`src/rtl/ys_poly_small_inv3.sv`:
```
// ys_poly_small_inv3: streaming inverse of the mode-3 small-poly transform, 8 lanes per row.
// Optional build macro YS_POLY_SMALL_INV3_PADCLR_EN zeroes the padding lanes of the last row.
`ifndef NTRU_N
`define NTRU_N 509
`endif
`ifndef DW_13
`define DW_13 13
`endif
`ifndef DW_PH
`define DW_PH 52
`endif

module ys_poly_small_inv3_lane #(
  parameter int W = 13
) (
  input  logic [W-1:0] x_i,
  output logic [W-1:0] p_o
);
  // 3 * 2731 == 1 mod 2^13
  localparam logic [W-1:0] INV3 = W'(2731);
  assign p_o = x_i * INV3;
endmodule

module ys_poly_small_inv3 #(
  parameter int N  = `NTRU_N,
  parameter int AW = 7
) (
  input  logic              clk,
  input  logic              rst_n,
  input  logic              start,
  output logic              busy,
  output logic              done,
  output logic              ram1_en,
  output logic [AW-1:0]     ram1_addr,
  input  logic [`DW_PH-1:0] ram1_douta,
  input  logic [`DW_PH-1:0] ram1_doutb,
  output logic              ram2_we,
  output logic [AW-1:0]     ram2_addr,
  output logic [`DW_PH-1:0] ram2_dina,
  output logic [`DW_PH-1:0] ram2_dinb
);
  localparam int L      = 8;
  localparam int W      = `DW_13;
  localparam int R      = (N + 7) / 8;
  localparam int STAGES = 2;
  localparam logic [AW-1:0] LAST = AW'(R - 1);

  typedef enum logic [1:0] {IDLE, RUN, DRAIN, DONE} state_t;

  state_t                  state_q;
  logic                    busy_q, done_q, drain_q;
  logic [STAGES:0]         vld_pipe_q;
  logic [AW-1:0]           raddr_q, a1_q, a2_q;
  logic [L-1:0][W-1:0]     x, p_d, p_q, g_raw, g_out;
  logic [W-1:0]            carry_q;

  assign x = {ram1_doutb, ram1_douta};

  for (genvar k = 0; k < L; k++) begin : g_lane
    ys_poly_small_inv3_lane #(.W(W)) u_lane (.x_i(x[k]), .p_o(p_d[k]));
  end

  // Running prefix within the row, seeded by the previous row's last result.
  always_comb begin
    logic [W-1:0] acc;
    acc   = '0;
    g_raw = '0;
    g_out = '0;
    for (int k = 0; k < L; k++) begin
      acc      = acc + p_q[k];
      g_raw[k] = carry_q - acc;
      g_out[k] = g_raw[k];
`ifdef YS_POLY_SMALL_INV3_PADCLR_EN
      if (int'({a2_q, 3'(k)}) >= N) g_out[k] = '0;
`endif
    end
  end

  always_ff @(posedge clk) begin
    if (!rst_n) begin
      state_q    <= IDLE;
      busy_q     <= 1'b0;
      done_q     <= 1'b0;
      drain_q    <= 1'b0;
      vld_pipe_q <= '0;
      raddr_q    <= '0;
      a1_q       <= '0;
      a2_q       <= '0;
      p_q        <= '0;
      carry_q    <= '0;
    end else begin
      vld_pipe_q[STAGES:1] <= vld_pipe_q[STAGES-1:0];
      a1_q <= raddr_q;
      a2_q <= a1_q;
      if (vld_pipe_q[1]) p_q <= p_d;
      if (vld_pipe_q[2]) carry_q <= g_raw[L-1];
      case (state_q)
        IDLE: if (start) begin
          state_q       <= RUN;
          busy_q        <= 1'b1;
          vld_pipe_q[0] <= 1'b1;
          raddr_q       <= '0;
          carry_q       <= '0;
        end
        RUN: if (raddr_q == LAST) begin
          vld_pipe_q[0] <= 1'b0;
          drain_q       <= 1'b0;
          state_q       <= DRAIN;
        end else begin
          raddr_q <= raddr_q + AW'(1);
        end
        DRAIN: if (drain_q) begin
          state_q <= DONE;
          done_q  <= 1'b1;
        end else begin
          drain_q <= 1'b1;
        end
        DONE: begin
          state_q <= IDLE;
          done_q  <= 1'b0;
          busy_q  <= 1'b0;
        end
        default: state_q <= IDLE;
      endcase
    end
  end

  assign busy      = busy_q;
  assign done      = done_q;
  assign ram1_en   = vld_pipe_q[0];
  assign ram1_addr = raddr_q;
  assign ram2_we   = vld_pipe_q[STAGES];
  assign ram2_addr = a2_q;
  assign ram2_dina = ram2_we ? g_out[3:0] : '0;
  assign ram2_dinb = ram2_we ? g_out[7:4] : '0;
endmodule
```
`config.mk`:
```
export PLATFORM = sky130hd
export DESIGN_NAME = ys_poly_small_inv3
export DESIGN_NICKNAME = d
export VERILOG_FILES = /design/src/rtl/ys_poly_small_inv3.sv
export SDC_FILE = /design/constraint.sdc
export NUM_CORES = 1
export LEC_CHECK = 0
export CAP_MARGIN = 20
export CORE_ASPECT_RATIO = 0.7
export CORE_UTILIZATION = 37
export CTS_CLUSTER_DIAMETER = 60
export DETAILED_ROUTE_END_ITERATION = 12
export MAX_ROUTING_LAYER = met4
export SKIP_CTS_REPAIR_TIMING = 1
export SYNTH_ARGS = -nofsm -noshare
export SYNTH_HDL_FRONTEND = slang
export SYNTH_SLANG_ARGS = --single-unit
```
`constraint.sdc`:
```
create_clock -name clk -period 11.05 [get_ports clk]
set_clock_uncertainty 0.2 [all_clocks]
set_input_delay 2.21 -clock clk [delete_from_list [all_inputs] [get_ports clk]]
set_output_delay 2.21 -clock clk [all_outputs]
set_load 0.03 [all_outputs]
```
==> metrics.txt, run 1 <==
# TYPE chip_impl_metric gauge
chip_impl_metric{name="timing.max_cap.violations",unit=""} 0
chip_impl_metric{name="report.final.setup_viol",unit=""} 0
chip_impl_metric{name="clk_pin_slew_worst_paths",unit="ps"} 70
chip_impl_metric{name="drt-pass1-iter-count",unit=""} 7
chip_impl_metric{name="yosys_warnings",unit=""} 0
chip_impl_metric{name="crit_arrival",unit="ps"} 8330
chip_impl_metric{name="timing.slew.headroom",unit=""} 0.308
chip_impl_metric{name="synth.lib_cells_used.distinct",unit=""} 71
chip_impl_metric{name="routabilityCongestion",unit=""} 0.969
chip_impl_info{name="commonest_non_fill_non_tap_cells_in_the_layout",value="inv_1 (627), ha_1 (544), clkdlybuf4s50_1 (221), xnor2_1 (190), fa_1 (181)"} 1
chip_impl_metric{name="synthArstFlopShare",unit=""} 0
chip_impl_metric{name="path_max_fanout",unit=""} 5
chip_impl_metric{name="fill_cells",unit=""} 6701
chip_impl_info{name="grt.busiest_layer",value="met1"} 1
chip_impl_metric{name="clkSinkCount",unit=""} 146
chip_impl_metric{name="vias",unit=""} 19800
chip_impl_metric{name="synth_adder_area_share",unit=""} 0.422
chip_impl_info{name="synth_top_flop_cell",value="dfxtp_1"} 1
chip_impl_metric{name="detailedPlacementHpwl",unit="mm"} 57.9
chip_impl_metric{name="final_antenna_net_count",unit=""} 0
chip_impl_info{name="worst_path_most_repeated_cell",value="ha_1"} 1
chip_impl_info{name="result_of_the_run",value="finished, final reports clean"} 1
chip_impl_metric{name="synth-compound-area-share",unit=""} 0.113
chip_impl_info{name="min-delay-path-class",value="reg -> reg"} 1
chip_impl_metric{name="max_freq",unit="MHz"} 93.1
chip_impl_metric{name="fin_nets",unit=""} 4011
chip_impl_metric{name="grt_pass1_wl",unit="mm"} 107
chip_impl_metric{name="synth_enable_flop_cells",unit=""} 0
chip_impl_metric{name="grt_pass1_vias",unit=""} 18700
chip_impl_metric{name="fin_crit_sh",unit=""} 0.972
chip_impl_metric{name="io-pin-count",unit=""} 229
chip_impl_info{name="tritoncts",value="built"} 1
chip_impl_metric{name="die_height",unit="um"} 221
chip_impl_metric{name="track_usage",unit=""} 0.207
chip_impl_metric{name="worst_skew_pair.late_latency",unit="ps"} 460
chip_impl_info{name="final_common_cell",value="inv_1"} 1
chip_impl_metric{name="finalHoldViolCount",unit=""} 0
chip_impl_metric{name="initial_utilization",unit=""} 0.377
chip_impl_metric{name="cts.path.max_buffers",unit=""} 2
chip_impl_metric{name="grt_start_max_net_pins",unit=""} 82
chip_impl_metric{name="floorplan.die_area",unit="um^2"} 69300
chip_impl_metric{name="tightestPinTransition",unit="ps"} 1040
chip_impl_metric{name="rows",unit=""} 79
chip_impl_metric{name="grt_remaining_overflow",unit=""} 0
chip_impl_metric{name="dpl-instance-area",unit="um^2"} 28600
chip_impl_metric{name="drc",unit=""} 0
chip_impl_info{name="worstSetupPathType",value="reg -> out"} 1
chip_impl_metric{name="cpPeakStageDelay",unit="ps"} 570
chip_impl_metric{name="global_route.usage.met2",unit=""} 0.268
chip_impl_metric{name="route.final.wire_length",unit="mm"} 69.0
chip_impl_metric{name="clock_tree.htree_level_count",unit=""} 4
chip_impl_metric{name="critical_path_required",unit="ps"} 8640
chip_impl_metric{name="period_minus_slack",unit="ps"} 10740
chip_impl_metric{name="fp.dieW",unit="um"} 314
chip_impl_metric{name="synth_xor_xnor_area_share",unit=""} 0.0999
chip_impl_metric{name="area_growth",unit="%"} 17.2
chip_impl_metric{name="seq_area_frac_synth",unit=""} 0.116
chip_impl_metric{name="insertedDiodeCount",unit=""} 0
chip_impl_metric{name="groute.layer.met3.usage",unit=""} 0.0464
chip_impl_metric{name="grt_use_met1",unit=""} 0.323
chip_impl_metric{name="syn-mean-instance-area",unit="um^2"} 8.60
chip_impl_metric{name="placement.io_buffers",unit=""} 228
chip_impl_metric{name="cts_made_buffers",unit=""} 17
chip_impl_metric{name="syn-instance-count",unit=""} 2938
chip_impl_info{name="cpMaxStageDelayCell",value="fa_2"} 1
chip_impl_info{name="timing.critical_path.to_type",value="output pin"} 1
chip_impl_info{name="largest_family_of_logic_cells_by_synthesized_area",value="adder cells"} 1
chip_impl_metric{name="routedWlPerCell",unit="um"} 17.0
chip_impl_metric{name="ys_ff_latch",unit=""} 146
chip_impl_metric{name="route.detailed.vias_per_inst",unit=""} 4.86
chip_impl_metric{name="final_area",unit="um^2"} 29600
chip_impl_metric{name="synth_simple_gate_area_frac",unit=""} 0.118
chip_impl_metric{name="grt_antenna_before_repair",unit=""} 1
chip_impl_metric{name="synth_mux_area_frac",unit=""} 0.0301
chip_impl_info{name="root_buffer",value="clkbuf_16"} 1
chip_impl_metric{name="fp.coreArea",unit="um^2"} 67000
chip_impl_info{name="startpoint_type",value="flop"} 1
chip_impl_metric{name="drt_iter0_markers",unit=""} 1339
chip_impl_metric{name="syn-num-nets",unit=""} 3785
chip_impl_metric{name="drv_slew",unit=""} 0
chip_impl_metric{name="post_route_cells_drive_above_1_share",unit=""} 0.0447
chip_impl_metric{name="cell_area_synth",unit="um^2"} 25300
## worst max-delay path: cells and delay by family (launching register included)
family,cells,cell delay (ps)
adders and majority gates,9,3090
AOI/OAI and AO/OA,8,1830
xor gates and xnor gates,7,1580
and+or+nand+nor,6,700
DFF,1,330
buffers and inverters,3,330
## registers in the layout, indices dropped and copies added, names as in the netlist
name        flops
a1_q            7
busy            1
carry_q        13
done            1
drain_q         1
p_q           104
ram1_addr       7
ram2_addr       7
state_q         2
vld_pipe_q      3
## metrics by stage
stage          setup TNS (ps)  hold WS, ps  std cells  setup slack, ps  utilization
2_1_floorplan               0          212       2938             1090            -
3_3_place_gp                0          213       4025              402        0.427
4_1_cts                  -907          234       4057             -306        0.435
6_report                    0          232       4068              307        0.442
5_1_grt                  -146          241       4068            -82.9        0.442
3_5_place_dp                0          219       4025              221        0.427
## kinds of logic after synthesis
kind of cell             Yosys count
AO/OA/AOI/OAI                    447
adder cells (fa/ha/maj)          742
flip-flops                       146
multiplexers                      76
AND/OR/NAND/NOR                  574
buffers and inverters            674
XOR/XNOR                         279
## final timing paths
path | slack [ps] | depth (start not counted) | endpoint | startpoint
hold / removal | 230 | 1 | ram2_addr[3] | a1_q[3]
hold reg to reg | 230 | 1 | ram2_addr[3] | a1_q[3]
setup / recovery | 310 | 33 | ram2_dinb[51] | p_q[0]
setup reg to reg | 2750 | 34 | carry_q[12] | p_q[0]
## Yosys cell counts (all sizes together), types with 8 or more instances
master	number	area (um^2)
nor2b	140	883
nor3	64	320
or3	11	68.8
a21boi	22	165
nand2b	42	263
and2	36	225
and3	14	87.6
o211a	10	100
nor3b	10	75.1
a31oi	12	75.1
xnor2	203	1810
dfxtp	146	2920
a21o	44	330
nand2	72	270
clkbuf	33	128
inv	628	2360
nand3	13	65.1
a21oi	142	711
mux2i	76	761
buf	13	63.8
nor2	152	571
a211oi	8	65.1
o21ai	104	520
o211ai	8	60.1
o21a	31	233
fa	184	3680
xor2	74	671
o21bai	28	221
ha	556	6960
## routing by layer
metal | up-vias | wire, um
met5 | - | 0
met4 | 0 | 469
met3 | 33 | 5220
met2 | 499 | 25800
met1 | 9243 | 37500
li1 | 9998 | -
## layout make-up
type | count | area (um^2) | share of cell area
multi-input combinational | 2118 | 20100 | 0.680
inverter | 628 | 2360 | 0.0797
sequential | 146 | 2930 | 0.0989
clock buffer | 19 | 443 | 0.0150
clock inverter | 13 | 148 | 0.00499
tap | 891 | 1110 | 0.0377
timing repair buffer | 253 | 2470 | 0.0833
Power of run 1 is left out: the tool's default activity adds up to more than one toggle a clock period on the data nets, which glitch-free logic cannot reach.
==> inputs of run 2 (changes only) <==
--- a/config.mk
+++ b/config.mk
@@ -11,6 +11,8 @@
 export CTS_CLUSTER_DIAMETER = 60
 export DETAILED_ROUTE_END_ITERATION = 12
 export MAX_ROUTING_LAYER = met4
+export RECOVER_POWER = 100
+export SETUP_SLACK_MARGIN = 0.5
 export SKIP_CTS_REPAIR_TIMING = 1
 export SYNTH_ARGS = -nofsm -noshare
 export SYNTH_HDL_FRONTEND = slang
==> metrics.txt, run 2 (synthesis gave the netlist of run 1 again) <==
# TYPE chip_impl_metric gauge
chip_impl_info{name="result_of_the_run",value="complete, but fails checks"} 1
chip_impl_info{name="violations",value="capacitance limit, slew limit"} 1
chip_impl_metric{name="report.final.setup_viol",unit=""} 0
chip_impl_metric{name="finalHoldViolCount",unit=""} 0
chip_impl_metric{name="timing.slew.headroom",unit=""} -0.444
chip_impl_metric{name="finalCoreUtilization",unit=""} 0.456
chip_impl_metric{name="area_growth",unit="%"} 21.0
chip_impl_metric{name="worst_skew_pair.late_latency",unit="ps"} 450
chip_impl_info{name="largest_registers",value="p_q (104), carry_q (13)"} 1
chip_impl_metric{name="vias",unit=""} 19900
chip_impl_metric{name="die_height",unit="um"} 221
chip_impl_metric{name="fp.coreArea",unit="um^2"} 67000
chip_impl_metric{name="critical_path_required",unit="ps"} 8640
chip_impl_metric{name="detailedPlacementHpwl",unit="mm"} 57.9
chip_impl_metric{name="placement.io_buffers",unit=""} 228
chip_impl_metric{name="routabilityCongestion",unit=""} 0.969
chip_impl_metric{name="post_route_cells_drive_above_1_share",unit=""} 0.0791
chip_impl_metric{name="route.detailed.vias_per_inst",unit=""} 4.85
chip_impl_metric{name="grt_start_max_net_pins",unit=""} 82
chip_impl_metric{name="clkSinkCount",unit=""} 146
chip_impl_info{name="grt_setup_unrepaired",value="yes"} 1
chip_impl_metric{name="grt_antenna_before_repair",unit=""} 6
chip_impl_metric{name="fin_crit_sh",unit=""} 0.971
chip_impl_info{name="cpMaxStageDelayCell",value="fa_1"} 1
chip_impl_info{name="min-delay-path-class",value="reg -> reg"} 1
chip_impl_metric{name="cpPeakStageDelay",unit="ps"} 700
chip_impl_metric{name="drc",unit=""} 0
chip_impl_metric{name="timing.max_cap.violations",unit=""} 4
chip_impl_metric{name="route.final.wire_length",unit="mm"} 70.4
chip_impl_metric{name="insertedDiodeCount",unit=""} 0
chip_impl_metric{name="fp.dieW",unit="um"} 314
chip_impl_metric{name="routedWlPerCell",unit="um"} 17.2
chip_impl_info{name="tritoncts",value="built"} 1
chip_impl_metric{name="tightestPinTransition",unit="ps"} 2170
chip_impl_metric{name="crit_arrival",unit="ps"} 8320
chip_impl_info{name="worst_path_most_repeated_cell",value="fa_1"} 1
chip_impl_metric{name="drv_slew",unit=""} 168
chip_impl_metric{name="drt_iter0_markers",unit=""} 1454
chip_impl_metric{name="path_max_fanout",unit=""} 4
chip_impl_metric{name="track_usage",unit=""} 0.207
chip_impl_metric{name="buf_inv_stages_crit_path",unit=""} 4
chip_impl_info{name="crit_family",value="adder cells"} 1
chip_impl_info{name="critical_path.startpoint",value="p_q[0]"} 1
chip_impl_info{name="commonest_non_fill_non_tap_cells_in_the_layout",value="inv_1 (621), ha_1 (521), fa_1 (181), xnor2_1 (180), clkdlybuf4s50_1 (148)"} 1
chip_impl_metric{name="rows",unit=""} 79
chip_impl_info{name="min-delay-start",value="a1_q[3]"} 1
chip_impl_metric{name="timing.setup.tns",unit="ps"} 0
chip_impl_info{name="final_common_cell",value="inv_1"} 1
chip_impl_metric{name="cts_made_buffers",unit=""} 17
chip_impl_metric{name="floorplan.die_area",unit="um^2"} 69300
chip_impl_metric{name="drt-pass1-iter-count",unit=""} 7
chip_impl_metric{name="fill_cells",unit=""} 6584
chip_impl_metric{name="initial_utilization",unit=""} 0.377
chip_impl_metric{name="grt_pass1_vias",unit=""} 18700
chip_impl_info{name="worstSetupPathType",value="reg -> out"} 1
chip_impl_info{name="root_buffer",value="clkbuf_16"} 1
chip_impl_metric{name="cts.path.max_buffers",unit=""} 2
chip_impl_metric{name="largest_register_ff_count",unit=""} 104
chip_impl_info{name="startpoint_type",value="flop"} 1
chip_impl_metric{name="grt_pass1_wl",unit="mm"} 107
chip_impl_metric{name="final_antenna_net_count",unit=""} 0
chip_impl_info{name="timing.critical_path.to_type",value="output pin"} 1
chip_impl_metric{name="preCtsSetupSlack",unit="ps"} 221
chip_impl_metric{name="fin_nets",unit=""} 4046
chip_impl_metric{name="clock_tree.htree_level_count",unit=""} 4
chip_impl_metric{name="clk_pin_slew_worst_paths",unit="ps"} 70
chip_impl_metric{name="setup_slack_of_the_critical_path_after_layout",unit="ps"} 320
chip_impl_metric{name="io-pin-count",unit=""} 229
chip_impl_metric{name="period_minus_slack",unit="ps"} 10730
chip_impl_metric{name="max_freq",unit="MHz"} 93.2
chip_impl_info{name="regMostFlops",value="p_q"} 1
chip_impl_metric{name="grt_remaining_overflow",unit=""} 0
chip_impl_info{name="crit-reg2reg-launch",value="p_q[0]"} 1
==> run 2: changes by cell type in the layout (fill, tap and decap cells not counted), sizes merged <==
cell / change
clkdlybuf4s50: -73
dlymetal6s2s: +2
clkbuf: +4
buf: +32
dlygate4sd3: +70
==> run 2: final timing paths <==
path | to | slack, ps | cells after the start
worst max-delay path | ram2_dinb[51] | 320 | 29
worst min-delay path | ram2_addr[3] | 230 | 1
worst max register to register | carry_q[12] | 2730 | 30
worst min register to register | ram2_addr[3] | 230 | 1
==> run 2: stage by stage <==
step / hold slack (ps) / cells / area, um^2
2_1_floorplan: 212 / 2938 / 25300
3_3_place_gp: 213 / 4025 / 28600
6_report: 233 / 4103 / 30600
5_1_grt: 241 / 4103 / 30600
4_1_cts: 234 / 4057 / 29200
3_5_place_dp: 219 / 4025 / 28600
==> run 2: cell type report <==
cell class / instances / area [um^2] / area share
well taps: 891 / 1110 / 0.0365
clock buffers: 19 / 443 / 0.0145
clock inverters: 13 / 148 / 0.00483
flip-flops and latches: 146 / 2930 / 0.0959
repair buffers: 288 / 2720 / 0.0890
multi-input cells: 2118 / 20800 / 0.682
inverters: 628 / 2360 / 0.0772
==> run 2: layer usage <==
metal  GRT usage  routed length [um]
met5           -                   0
met3      0.0464                5310
met1       0.323               37700
met4      0.0260                 446
met2       0.268               26900
Power of run 2 is left out for the same reason.
